### src/rtl/uart_mmio_ctrl_pkg.sv
// Address map and status layout shared by the UART MMIO responder and its FIFOs.
// Offsets are word indices taken from addr[5:2].
package uart_mmio_ctrl_pkg;
    localparam logic [3:0] IO_BASE_NIBBLE = 4'h8;

    localparam logic [3:0] OFF_STATUS = 4'h0;
    localparam logic [3:0] OFF_RX     = 4'h1;
    localparam logic [3:0] OFF_TX     = 4'h2;
    localparam logic [3:0] OFF_CYC    = 4'h4;
    localparam logic [3:0] OFF_INST   = 4'h5;
    localparam logic [3:0] OFF_CLR    = 4'h6;

    localparam int STAT_TX_NOT_FULL  = 0;
    localparam int STAT_RX_NOT_EMPTY = 1;
endpackage

### src/rtl/uart_mmio_ctrl_sync_fifo.sv
// Single-clock FIFO with wrap-bit pointers; dout is the head entry, combinational.
// Latency: a pushed entry is visible at dout the cycle after the push edge.
// Backpressure: none internally; the caller must gate push on full (or a same-cycle pop) and pop on empty.
module sync_fifo #(
    parameter int WIDTH = 8,
    parameter int DEPTH = 8
) (
    input  logic             clk,
    input  logic             rst,
    input  logic             push,
    input  logic             pop,
    input  logic [WIDTH-1:0] din,
    output logic             full,
    output logic             empty,
    output logic [WIDTH-1:0] dout
);
    localparam int AW = $clog2(DEPTH);

    logic [WIDTH-1:0] mem_q [DEPTH];
    logic [AW:0]      wr_q;
    logic [AW:0]      rd_q;

    always_ff @(posedge clk or negedge rst) begin
        if (!rst) begin
            wr_q <= '0;
            rd_q <= '0;
            for (int i = 0; i < DEPTH; i++) begin
                mem_q[i] <= '0;
            end
        end else begin
            if (push) begin
                mem_q[wr_q[AW-1:0]] <= din;
                wr_q                <= wr_q + 1'b1;
            end
            if (pop) begin
                rd_q <= rd_q + 1'b1;
            end
        end
    end

    assign empty = (wr_q == rd_q);
    assign full  = (wr_q[AW-1:0] == rd_q[AW-1:0]) && (wr_q[AW] != rd_q[AW]);
    assign dout  = mem_q[rd_q[AW-1:0]];
endmodule

### src/rtl/uart_mmio_ctrl.sv
// CPU MMIO responder for the UART: RX/TX byte FIFOs plus cycle and retired-instruction counters.
// Latency: load data is registered and valid the cycle after re, like the synchronous memories.
// Backpressure: rx_ready drops when RX is full; TX stores while full (and not draining) are dropped.
module uart_mmio_ctrl #(
    parameter int         FIFO_DEPTH     = 8,
    parameter logic [3:0] IO_BASE_NIBBLE = uart_mmio_ctrl_pkg::IO_BASE_NIBBLE
) (
    input  logic        clk,
    input  logic        rst,
    input  logic [31:0] addr,
    input  logic [31:0] wdata,
    input  logic [3:0]  wbe,
    input  logic        re,
    output logic [31:0] rdata,
    input  logic        inst_retired,
    input  logic [7:0]  rx_data,
    input  logic        rx_valid,
    output logic        rx_ready,
    output logic [7:0]  tx_data,
    output logic        tx_valid,
    input  logic        tx_ready
);
    import uart_mmio_ctrl_pkg::*;

    logic        sel, ld, st;
    logic [3:0]  off;
    logic        rx_push, rx_pop, rx_full, rx_empty;
    logic        tx_push, tx_pop, tx_full, tx_empty;
    logic [7:0]  rx_head;
    logic [31:0] status;
    logic [31:0] rdata_d, rdata_q;
    logic [31:0] cyc_d, cyc_q;
    logic [31:0] inst_d, inst_q;
    logic        clr;
    logic        unused_ok;

    assign unused_ok = &{1'b0, addr[27:6], addr[1:0], wdata[31:8]};

    sync_fifo #(.WIDTH(8), .DEPTH(FIFO_DEPTH)) u_rx_fifo (
        .clk(clk), .rst(rst), .push(rx_push), .pop(rx_pop), .din(rx_data),
        .full(rx_full), .empty(rx_empty), .dout(rx_head)
    );

    sync_fifo #(.WIDTH(8), .DEPTH(FIFO_DEPTH)) u_tx_fifo (
        .clk(clk), .rst(rst), .push(tx_push), .pop(tx_pop), .din(wdata[7:0]),
        .full(tx_full), .empty(tx_empty), .dout(tx_data)
    );

    always_comb begin
        sel     = (addr[31:28] == IO_BASE_NIBBLE);
        off     = addr[5:2];
        ld      = re & sel;
        st      = (|wbe) & sel;
        rx_push = rx_valid & ~rx_full;
        rx_pop  = ld & (off == OFF_RX) & ~rx_empty;
        tx_pop  = ~tx_empty & tx_ready;
        // A drain in the same cycle frees a slot, so a store to a full FIFO still lands.
        tx_push = st & (off == OFF_TX) & (~tx_full | tx_pop);
        clr     = st & (off == OFF_CLR);

        status                    = '0;
        status[STAT_TX_NOT_FULL]  = ~tx_full;
        status[STAT_RX_NOT_EMPTY] = ~rx_empty;

        rdata_d = rdata_q;
        if (ld) begin
            case (off)
                OFF_STATUS: rdata_d = status;
                OFF_RX:     rdata_d = rx_empty ? 32'h0 : {24'h0, rx_head};
                OFF_CYC:    rdata_d = cyc_q;
                OFF_INST:   rdata_d = inst_q;
                default:    rdata_d = 32'h0;
            endcase
        end

        cyc_d  = clr ? 32'h0 : cyc_q + 32'h1;
        inst_d = clr ? 32'h0 : inst_q + {31'h0, inst_retired};
    end

    always_ff @(posedge clk or negedge rst) begin
        if (!rst) begin
            rdata_q <= '0;
            cyc_q   <= '0;
            inst_q  <= '0;
        end else begin
            rdata_q <= rdata_d;
            cyc_q   <= cyc_d;
            inst_q  <= inst_d;
        end
    end

    assign rdata    = rdata_q;
    assign rx_ready = ~rx_full;
    assign tx_valid = ~tx_empty;
endmodule

### config.mk
export PLATFORM = sky130hd
export DESIGN_NAME = uart_mmio_ctrl
export DESIGN_NICKNAME = d
export VERILOG_FILES = /design/src/rtl/uart_mmio_ctrl_pkg.sv /design/src/rtl/uart_mmio_ctrl_sync_fifo.sv /design/src/rtl/uart_mmio_ctrl.sv
export SDC_FILE = /design/constraint.sdc
export NUM_CORES = 1
export LEC_CHECK = 0
export CAP_MARGIN = 30
export CORE_MARGIN = 4
export CORE_UTILIZATION = 30
export DETAILED_ROUTE_END_ITERATION = 10
export SYNTH_ARGS = -nofsm -noshare
export SYNTH_HDL_FRONTEND = slang
export SYNTH_SLANG_ARGS = --single-unit
### constraint.sdc
create_clock -name clk -period 3.5 [get_ports clk]
set_clock_uncertainty 0.2 [all_clocks]
set_input_delay 0.35 -clock clk [delete_from_list [all_inputs] [get_ports clk]]
set_output_delay 0.35 -clock clk [all_outputs]
set_load 0.005 [all_outputs]
## Word level (Yosys, flattened, before mapping)

Cells that the tools add are included.

| word-level totals | value |
|---|---|
| register bits after elaboration | 240 |
| input bits | 82 |
| output and inout bits | 42 |

| cells by class | value |
|---|---|
| multiplexer cells | 16 |
| magnitude comparators | 6 |
| bitwise logic cells | 18 |
| add/sub/neg operators | 6 |
| eq/ne operators | 12 |
| reduce and logical (&&, ||, !) cells | 6 |

Operators by type and width:

| cell | number |
|---|---|
| $bwmux 64 | 2 |
| $pmux 32 s4 | 1 |
| $mux 32 | 2 |
| $mux 8 | 7 |
| $bmux 8 s3 | 2 |
| $demux 8 s3 | 2 |
| $add 32x1->32 | 1 |
| $add 32x1->32 const B | 1 |
| $add 4x1->4 const B | 4 |
| $ge 4x4->1 const B | 4 |
| $not 3->4 | 4 |
| $eq 4x3->1 const B | 3 |
| $and 1x1->1 | 9 |
| $eq 4x4->1 | 2 |
| $lt 4x1->1 const B | 2 |
| $eq 3x3->1 | 2 |
| $eq 4x1->1 const B | 1 |
| $eq 4x2->1 const B | 1 |
| $eq 4x4->1 const B | 1 |
| $logic_and 1x1->1 | 4 |
| $logic_not 4->1 | 1 |
| $not 1->1 | 4 |
| $reduce_or 4->1 | 1 |
| $ne 1x1->1 | 2 |
| $or 1x1->1 | 1 |

## Logic depth before layout (Yosys ltp)

Gate-level depths: netlist of the first run.

| depth | value |
|---|---|
| word-level depth | 6 |
| gate-level depth with buffers | 7 |
| gate-level depth less buffers | 6 |

## Modules after synthesis

A second synthesis of the first run with hierarchy kept.

| second synthesis, totals | value |
|---|---|
| cells, all modules | 927 |
| area total of the unflattened synthesis | 11639.9 um2 |

By module, submodules not included:

| module | area an instance (um2) | cells each | times used |
|---|---|---|---|
| sync_fifo | 3367.0 | 199 | 2 |
| uart_mmio_ctrl | 4906.0 | 529 | 1 |

## Worst setup path after synthesis of the first run

OpenSTA, ideal clock, no wires.

| timing | value |
|---|---|
| path kind | reg-to-reg |
| start | register u_tx_fifo.wr_q[0] |
| end | register u_tx_fifo.mem_q[24] in the netlist's numbering |
| stages on the path, launching flop included | 8 |
| path slack | 1.140 ns |
| arrival time | 2.035 ns |
| required time | 3.175 ns |
| period minus slack after synthesis | 2.360 ns |
| path through | dfrtp_1 > buf_6 > xor2_1 > or4_4 > buf_6 > o2111a_1 > buf_6 > mux2_4 |

| on the way | value |
|---|---|
| word-level cells in the longest chain between the ends | 6 |
| elaborated cells between the ends (all ways) | 15 |
| classes of those cells | order compare (2); eq/ne (2); mux (3); bitwise (6); reduce/logical (2) |

RTL lines:

| what | RTL line | RTL |
|---|---|---|
| from (decl) | uart_mmio_ctrl_sync_fifo.sv:20 | `logic [AW:0] wr_q;` |
| from (signal assigned) | uart_mmio_ctrl_sync_fifo.sv:33 | `wr_q <= wr_q + 1'b1;` |
| $not 3->4 (implied by the code) | uart_mmio_ctrl_sync_fifo.sv:32 | `mem_q[wr_q[AW-1:0]] <= din;` |
| $ge 4x4->1 (implied by the code) / $lt 4x1->1 (equally long branches) | uart_mmio_ctrl_sync_fifo.sv:32 |  |
| $logic_and 1x1->1 (implied by the code) | uart_mmio_ctrl_sync_fifo.sv:32 |  |
| $mux 8 (implied by the code) | uart_mmio_ctrl_sync_fifo.sv:32 |  |
| $demux 8 s3 | uart_mmio_ctrl_sync_fifo.sv:32 |  |
| $bwmux 64 | uart_mmio_ctrl_sync_fifo.sv:32 |  |
| to (signal, indexed assignment) | uart_mmio_ctrl_sync_fifo.sv:32 |  |
| to (decl) | uart_mmio_ctrl_sync_fifo.sv:19 | `logic [WIDTH-1:0] mem_q [DEPTH];` |

Several ways; a longest one is shown, not always the timed one.
A chain may end at the register's enable or synchronous reset.

## Final worst setup path of the first run

| timing | value |
|---|---|
| start | register u_tx_fifo.rd_q[0] |
| end | output tx_data[3] |

| on the way | value |
|---|---|
| word-level cells in the longest chain between the ends | 4 |

RTL lines:

| what | RTL line | RTL |
|---|---|---|
| from (decl) | uart_mmio_ctrl_sync_fifo.sv:21 | `logic [AW:0] rd_q;` |
| from (signal assigned) | uart_mmio_ctrl_sync_fifo.sv:36 | `rd_q <= rd_q + 1'b1;` |
| $not 3->4 (implied by the code) | uart_mmio_ctrl_sync_fifo.sv:43 | `assign dout = mem_q[rd_q[AW-1:0]];` |
| $bmux 8 s3 | uart_mmio_ctrl_sync_fifo.sv:43 |  |
| $mux 8 (implied by the code) (2 in series) | uart_mmio_ctrl_sync_fifo.sv:43 |  |
| to (decl) | uart_mmio_ctrl.sv:19 | `output logic [7:0] tx_data,` |

Every way passes these cells. The select of a mux whose other input is x is not followed.

==> results of run 1 <==
[worst min-delay path by stage]
| stage | cells past startpoint | from | to |
|---|---|---|---|
| 2_1_floorplan | 0 | rst | cyc_q[0] |
| 3_3_place_gp | 1 | rst | rdata[31] |
| 3_5_place_dp | 1 | rst | rdata[26] |
| 4_1_cts | 2 | rst | cyc_q[30] |
| 5_1_grt | 2 | rst | rdata[31] |
| 6_report | 2 | rst | cyc_q[30] |
[what timing repair did]
item                      in CTS  in global routing
gates resized for setup        0                  0
hold buffers                   1                  0
hold endpoints to repair      67                  0
[layer usage]
metal	wire length [um]	vias up	part of all wire, %	global-route usage [%]
li1	-	3617	-	-
met1	12400	3920	46	17.5
met2	12800	114	48	20.7
met3	1100	47	4.1	2.33
met4	644	6	2.4	3.04
met5	42	-	0.16	0
[placed cells by master (no fill, tap or decap), drive strengths merged, types with 5 or more instances in the layout]
cell	Yosys	routed
and3	19	19
a22oi	31	31
a21oi	15	15
xnor2	23	23
clkinv	0	8
o21ai	34	34
mux2	140	140
clkbuf	38	37
a22o	7	7
or4	10	10
nand2b	18	18
nor3	13	13
and4	8	8
buf	18	23
xor2	24	24
or3	9	9
clkdlybuf4s50	0	74
nor2	34	34
bufinv	0	5
mux4	32	32
o31ai	11	11
nor4	12	12
nand2	65	65
inv	9	10
mux2i	27	27
and2	6	6
ha	7	7
nand4	23	23
nand3	31	31
dfrtp	240	240
[state kept, by name, indices dropped and copies added (netlist names)]
| signal | count |
|---|---|
| inst_q | 32 |
| u_tx_fifo.wr_q | 4 |
| u_rx_fifo.mem_q | 64 |
| u_rx_fifo.wr_q | 4 |
| u_tx_fifo.mem_q | 64 |
| u_tx_fifo.rd_q | 4 |
| u_rx_fifo.rd_q | 4 |
| rdata | 32 |
| cyc_q | 32 |
[stage by stage]
| step | power, mW | utilization, % |
|---|---|---|
| floorplan | 4.98 | - |
| global placement | 5.45 | 34.3 |
| detailed placement | 5.53 | 34.3 |
| CTS | 8.71 | 36.9 |
| global route | 9.05 | 36.9 |
| finish | 8.58 | 36.9 |
[synth_stat cells, types with 10 or more instances]
| master | n | area, um^2 |
|---|---|---|
| a21oi_1 | 15 | 75.1 |
| buf_2 | 10 | 50.1 |
| o31ai_1 | 11 | 82.6 |
| a22oi_1 | 31 | 233 |
| nor3_1 | 13 | 65.1 |
| nand2b_1 | 18 | 113 |
| mux2i_1 | 27 | 270 |
| o21ai_0 | 34 | 170 |
| nor2_1 | 34 | 128 |
| nor4_1 | 12 | 75.1 |
| dfrtp_1 | 240 | 6010 |
| xnor2_1 | 23 | 201 |
| xor2_1 | 24 | 210 |
| mux2_2 | 132 | 1490 |
| and3_1 | 18 | 113 |
| nand3_1 | 31 | 155 |
| nand4_1 | 23 | 144 |
| clkbuf_1 | 37 | 139 |
| nand2_1 | 65 | 244 |
| mux4_2 | 32 | 721 |
[report_power, final]
group	internal [mW]	switching [mW]
Sequential	3.34	0.484
Clock	1.93	1.18
Combinational	0.939	0.691
[layout make-up]
cell class	count	area [um^2]	share of cell area, %
clock inverters	15	229	1.63
inverters	9	33.8	0.241
flip-flops and latches	240	6010	42.8
well taps	511	639	4.55
repair buffers	98	968	6.90
clock buffers	37	774	5.52
multi-input cells	631	5390	38.4
[cell families after synthesis]
family / after synthesis / synth area share (%)
compound gates: 113 / 7.21
xor+xnor: 47 / 3.53
fa+ha+maj: 7 / 0.750
buf+inv: 65 / 2.56
flops: 240 / 51.5
mux: 199 / 22.3
simple gates: 265 / 12.2
==> qor.yml, run 1 <==
layout:
  layout-drive-gt1-share_pct: 25.0
  nNetsFinal: 1097
  fin_area_um2: 14000
  final_cells: 1541
  area_growth_pct: 20.3
  antenna-diode-count: 0
  fillers: 3728
global_route:
  grt_pass1_wl_mm: 43.3
  groute.usage.overall_pct: 12.7
  grt-ovfl-total: 0
  grt_pass1_vias: 7820
  grt_max_degree: 74
  antenna_found_initial: 3
drt:
  dr.pass1.iters: 4
  vias: 7704
  post_drt_wl_per_cell_um: 17.5
  postRouteWirelength_mm: 27.0
  ant_nets: 0
  drc: 0
  viasPerCell: 5.00
  drt-initial-drc-count: 303
synth:
  syn_nets: 1025
  synth_edf_count: 0
  async_reset_ff_share_pct: 100
  netlist_area_um2: 11700
  ys_seq_elements: 240
  synthCells: 936
  synthFlopType: "dfrtp_1"
  synth_warnings: 0
  yosysUniqueCellTypes: 55
  ys_seq_area_share_pct: 51.5
  syn_area_per_cell_um2: 12.5
setup_path:
  cp.buffers_inverters: 2
  crit_family: "multiplexers"
  required_ns: 2.95
  crit_slowest_cell: "dfrtp_1"
  critPathCaptureType: "primary output"
  path_class: "reg2out"
  rrSetupSlack_ns: 0.78
  critical-path-max-stage-delay_ns: 0.64
  startpoint: "u_tx_fifo.rd_q[0]"
  startpoint_type: "flip-flop"
  crit_chain: "buf_12 > mux4_2 > mux2_2 > clkdlybuf4s50_1"
  cp.arrival_ns: 2.68
  path_depth: 4
  regToRegStartpoint: "u_tx_fifo.rd_q[2]"
  cp-endpoint: "tx_data[3]"
  reg2reg_to: "u_tx_fifo.mem_q[3]"
  cp_max_fo: 13
  reg2reg_depth: 4
placement:
  place_ws_ns: 0.593
  io_buffers: 75
  dp_hpwl_mm: 18.0
  place_area_um2: 13000
  placedCellCount: 1488
  place_congestion: 0.761
timing:
  drv_slew: 0
  tightest_slew_ns: 0.770
  relSlewSlack_pct: 48.2
  rsz0062_at_grt: "false"
  hold_ws_ns: 0.172
  layout_setup_ws_ns: 0.271
  max_freq_ghz: 0.310
  timing.setup.tns_ns: 0
  min_period_over_period_pct: 92.3
  period_needed_ns: 3.23
  setup-violations-final: 0
  hold_viol_final: 0
cts:
  cts_buffers: 28
  cts.sinks: 240
  cts_setup_buffers: 0
  cts.path.max_buffers: 3
  insertion_delay_ns: 0.54
  htree_levels: 1
  cts_root_buf: "clkbuf_16"
  cts_tree: "built"
  path_clk_slew_ns: 0.06
flow_run:
  drv_cap: 0
status:
  status: "complete, no violations"
power:
  power_density_nw_per_um2: 611
  leakage_nw: 6.00
  ir_worst_vdd_uv: 383
min_path:
  hold_path.class: "in2async"
floorplanning:
  row_count: 71
  io_pins: 124
  fp.coreArea_um2: 38000
  die_area_um2: 42100
  die_w_um: 205
  start_util_pct: 30.7
  die_h_um: 205
Power figures use the tool's default switching activity.
==> run 2: changes to the inputs <==
--- a/config.mk
+++ b/config.mk
@@ -9,6 +9,9 @@
 export CORE_MARGIN = 4
 export CORE_UTILIZATION = 30
 export DETAILED_ROUTE_END_ITERATION = 10
+export HOLD_SLACK_MARGIN = 0.12
+export REMOVE_ABC_BUFFERS = 1
 export SYNTH_ARGS = -nofsm -noshare
 export SYNTH_HDL_FRONTEND = slang
+export SYNTH_HIERARCHICAL = 1
 export SYNTH_SLANG_ARGS = --single-unit
==> run 2 against run 1 <==
  * Fmax up 0.64%
  * Sequential share of layout area about the same
  * Die area down 0.26%
  * Area after synthesis down 0.27%
  * Cell count up 0.32%
  * Register-to-register slack worse by 0.42 ns
  * Combinational power up 12%
  * Synthesized cell count down 0.96%
  * Power down 1.6%
  * Non-clock buffer count up 23
  * Worst setup slack better by 0.021 ns
  * Cell area about the same
  * Largest cell class unchanged
==> qor.yml, run 2 <==
global_route:
  grt-ovfl-total: 0
  grt_max_degree: 68
  grt_pass1_vias: 7885
  groute.usage.overall_pct: 12.9
  antenna_found_initial: 1
  grt_pass1_wl_mm: 43.9
layout:
  antenna-diode-count: 0
  largestRegisters: "u_rx_fifo/mem_q x64, u_tx_fifo/mem_q x64"
  fin_area_um2: 14100
  layout_common_cells: "dfrtp_1 (240), mux2_2 (134), clkdlybuf4s50_1 (74), nand2_1 (65), o21ai_0 (49)"
  layout-drive-gt1-share_pct: 25.4
  area_growth_pct: 20.7
  nNetsFinal: 1107
  mostFrequentLayoutCell: "dfrtp_1"
min_path:
  hold_path.class: "in2async"
drt:
  drc: 0
  viasPerCell: 5.02
  drt-initial-drc-count: 504
  post_drt_wl_per_cell_um: 17.5
  ant_nets: 0
  postRouteWirelength_mm: 27.1
  vias: 7768
  wl_met2_mm: 12.9
  wl_met3_mm: 1.27
  dr.pass1.iters: 5
  wl_met1_mm: 12.5
  dr.max_layer_used: "met5"
timing:
  relSlewSlack_pct: 54.3
  setup-violations-final: 0
  rsz0062_at_grt: "false"
  hold_viol_final: 0
  timing.setup.tns_ns: 0
  max_freq_ghz: 0.312
  layout_setup_ws_ns: 0.292
  drv_slew: 0
  min_period_over_period_pct: 91.7
  period_needed_ns: 3.21
  tightest_slew_ns: 0.676
setup_path:
  path_class: "reg2out"
  critPathCaptureType: "primary output"
  startpoint_type: "flip-flop"
  required_ns: 2.95
  cp_max_fo: 19
  cp.arrival_ns: 2.66
placement:
  place_ws_ns: 0.238
  place_area_um2: 13100
  dp_hpwl_mm: 18.4
  io_buffers: 75
  place_congestion: 0.763
floorplanning:
  die_w_um: 205
  io_pins: 124
  start_util_pct: 30.7
  row_count: 71
  fp.coreArea_um2: 37900
  die_h_um: 205
  die_area_um2: 42000
synth:
  synth_area_leaders: "dfrtp_1 (52%), mux2_2 (13%), mux4_1 (4.1%)"
  yosysUniqueCellTypes: 49
  ys_seq_elements: 240
  synth_edf_count: 0
  ys_top_cells_by_count: "dfrtp_1 (240), mux2_2 (134), nand2_1 (66)"
  synthFlopType: "dfrtp_1"
  ys_seq_area_share_pct: 51.6
  netlist_area_um2: 11600
  synthCells: 927
  syn_area_per_cell_um2: 12.6
  async_reset_ff_share_pct: 100
  synth_most_common_cell: "dfrtp_1"
  yosys.area.top_type: "dfrtp_1"
  synth_warnings: 6
  synth_top_area_share_pct: 51.6
cts:
  cts_buffers: 26
  cts_root_buf: "clkbuf_16"
  cts_resized: 0
  cts.sinks: 240
  cts_tree: "built"
  htree_levels: 1
  path_clk_slew_ns: 0.06
  cts.path.max_buffers: 3
  insertion_delay_ns: 0.55
power:
  power_density_nw_per_um2: 600
  leakage_nw: 5.88
  ir_worst_vdd_uv: 351
status:
  status: "complete, no violations"
flow_run:
  drv_cap: 0
-- run 2: layer usage --
metal,GRT usage [%],vias to the layer above
met5,0,-
met4,2.01,2
met3,2.55,36
met2,21.1,126
met1,18.1,3971
li1,-,3633
-- run 2: power breakdown --
part | total [mW] | switching [mW] | internal, mW
Sequential | 3.75 | 0.413 | 3.33
Clock | 2.88 | 1.14 | 1.74
Combinational | 1.82 | 0.782 | 1.04
-- run 2: cell families (layout without fill, tap and decap cells) --
group	count (synthesis)	count (layout)	synth area share (%)
flops	240	240	51.6
xor+xnor	42	42	3.16
buf+inv	71	179	3.07
fa+ha+maj	7	7	0.752
compound gates	123	123	6.39
simple gates	254	254	12.6
mux	190	190	22.4
-- run 2: final cells by class --
type,instances,area (um^2)
clock buffer,37,762
clock inverter,8,144
fill,3753,23900
inverter,13,48.8
multi-input combinational,616,5320
sequential,240,6010
tap,511,639
timing repair buffer,121,1140
-- run 2: metrics by stage --
stage	cells	util, %	hold WS, ns	power (mW)
floorplan	869	-	-0.146	4.93
global placement	1499	34.6	0.152	5.55
detailed placement	1500	34.6	0.148	5.62
CTS	1546	37.0	0.171	8.54
global route	1546	37.0	0.175	8.88
finish	1546	37.0	0.150	8.44
-- run 2: final timing paths --
kind,from,cells past startpoint,endpoint,slack [ns]
min in group clk,rdata[19],2,rdata[19],0.28
max in group asynchronous,rst,3,u_tx_fifo/mem_q[57],2.09
hold reg to reg,rdata[19],2,rdata[19],0.28
setup / recovery,u_tx_fifo/rd_q[0],4,tx_data[7],0.29
hold / removal,rst,2,rdata[9],0.15
setup reg to reg,u_tx_fifo/wr_q[2],9,u_tx_fifo/mem_q[14],0.36
-- run 2: what timing repair did --
item | CTS | global route
endpoints found under the hold margin | 207 | 0
hold buffers | 1 | 0
setup buffers | 0 | 0
-- run 2: worst max-delay path, cell delays in order, from the launching register on --
cell	delay, ns
dfrtp_1	0.36
buf_4	0.35
mux4_1	0.64
mux2_2	0.30
clkdlybuf4s50_1	0.46
==> run 3: changes to the inputs <==
--- a/config.mk
+++ b/config.mk
@@ -5,7 +5,6 @@
 export SDC_FILE = /design/constraint.sdc
 export NUM_CORES = 1
 export LEC_CHECK = 0
-export CAP_MARGIN = 30
 export CORE_MARGIN = 4
 export CORE_UTILIZATION = 30
 export DETAILED_ROUTE_END_ITERATION = 10
==> run 3 against run 2 <==
  * Register-to-register slack about the same
  * Core utilization barely moved
  * Worst setup slack better by 0.0086 ns
  * Critical path type unchanged
  * Sequential power barely moved
  * Routed wire length rose by 0.87%
  * Highest routed layer unchanged
  * Power is 0.84% higher
==> qor.yml, run 3 (synthesis gave the netlist of run 2 again) <==
status:
  status: "complete, no violations"
cts:
  htree_levels: 1
  cts_tree: "built"
  cts.sinks: 240
  path_clk_slew_ns: 0.06
  cts_buffers: 27
  insertion_delay_ns: 0.54
  cts_root_buf: "clkbuf_16"
  cts_setup_buffers: 0
  cts.path.max_buffers: 3
min_path:
  hold_path.class: "in2async"
timing:
  max_freq_ghz: 0.313
  tightest_slew_ns: 1.28
  setup-violations-final: 0
  timing.setup.tns_ns: 0
  drv_slew: 0
  rsz0062_at_grt: "false"
  period_needed_ns: 3.20
  min_period_over_period_pct: 91.4
  relSlewSlack_pct: 13.4
  hold_viol_final: 0
setup_path:
  rrSetupSlack_ns: 0.36
  required_ns: 2.95
  startpoint: "u_tx_fifo/rd_q[0]"
  reg2reg_to: "u_tx_fifo/mem_q[8]"
  reg2reg_depth: 9
  critPathCaptureType: "primary output"
  regToRegStartpoint: "u_tx_fifo/wr_q[2]"
  cp-endpoint: "tx_data[7]"
  startpoint_type: "flip-flop"
  cp.arrival_ns: 2.65
  path_class: "reg2out"
  cp_max_fo: 19
drt:
  drt-initial-drc-count: 486
  dr.max_layer_used: "met5"
  viasPerCell: 5.05
  post_drt_wl_per_cell_um: 17.7
  wl_met1_mm: 12.5
  ant_nets: 0
  postRouteWirelength_mm: 27.4
  wl_met2_mm: 13.0
  vias: 7828
  drc: 0
  wl_met3_mm: 1.51
  dr.pass1.iters: 5
layout:
  nNetsFinal: 1107
  fillers: 3750
  regArea_um2: 6010
  layout-drive-gt1-share_pct: 25.1
  antenna-diode-count: 0
  fin_area_um2: 14100
  final_cells: 1550
  layout_common_cells: "dfrtp_1 (240), mux2_2 (134), clkdlybuf4s50_1 (74), nand2_1 (65), o21ai_0 (49)"
  largestRegisters: "u_rx_fifo/mem_q x64, u_tx_fifo/mem_q x64"
  area_growth_pct: 20.8
  fin_util_pct: 37.1
  multi_input_area_um2: 5320
  mostFrequentLayoutCell: "dfrtp_1"
power:
  leakage_nw: 5.87
  ir_worst_vdd_uv: 365
  power_mw: 8.51
  power_density_nw_per_um2: 605
floorplanning:
  fp.coreArea_um2: 37900
  die_w_um: 205
  die_h_um: 205
  die_area_um2: 42000
  io_pins: 124
  row_count: 71
  start_util_pct: 30.7
global_route:
  grt_pass1_vias: 7831
  grt-ovfl-total: 0
  groute.usage.overall_pct: 13.0
  antenna_found_initial: 1
  grt_max_degree: 68
  grt_pass1_wl_mm: 43.9
placement:
  placedCellCount: 1499
  io_buffers: 75
  place_congestion: 0.763
  dp_hpwl_mm: 18.5
  place_area_um2: 13100
flow_run:
  drv_cap: 0
## run 3: changes by cell type in the layout (fill, tap and decap cells not counted)
cell / change
clkinvlp_4: +1
clkinv_16: -1
clkbuf_8: -3
bufinv_16: +1
buf_2: -1
clkinv_4: -1
clkbuf_1: +6
inv_6: +1
clkbuf_16: +1
## run 3: worst max-delay path, cell delays in order (launching register included)
cell and delay (ns):
dfrtp_1 0.37, buf_4 0.34, mux4_1 0.62, mux2_2 0.30, clkdlybuf4s50_1 0.47
## run 3: per-stage QoR
stage	hold WS, ns	setup WS [ns]
floorplan	-0.146	-0.583
global placement	0.152	0.258
detailed placement	0.149	0.244
CTS	0.170	0.252
global route	0.188	0.0740
finish	0.164	0.300
## run 3: routing by layer
layer  up-vias  track usage [%]
met3        26             3.10
met5         -                0
li1       3646                -
met2       151             21.0
met1      4003             18.2
met4         2             2.01
## run 3: cell type report
type	instances	share of cell area (%)
clock buffers	41	5.46
clock inverters	9	1.08
inverters	13	0.347
multi-input cells	616	37.8
flip-flops and latches	240	42.7
well taps	511	4.55
repair buffers	120	8.06
## run 3: how the worst min path moves through the flow
stage / from / to / slack (ns) / cells past startpoint
floorplan: rst / cyc_q[0] / -0.15 / 0
global placement: rst / inst_q[14] / 0.15 / 1
detailed placement: rst / rdata[9] / 0.15 / 1
CTS: rst / rdata[19] / 0.17 / 2
global route: rst / rdata[9] / 0.19 / 2
finish: rst / rdata[9] / 0.16 / 2
## run 3: timing repair
action                    in CTS  in global routing
hold endpoints to repair     178                  0
hold buffers                   1                  0
gates resized for setup        0                  0
## run 3: where the power goes
part | leakage [nW] | switching [mW] | internal (mW)
Clock | 0.446 | 1.15 | 1.81
Sequential | 3.15 | 0.412 | 3.33
Combinational | 2.28 | 0.778 | 1.03
Total | 5.87 | 2.34 | 6.17
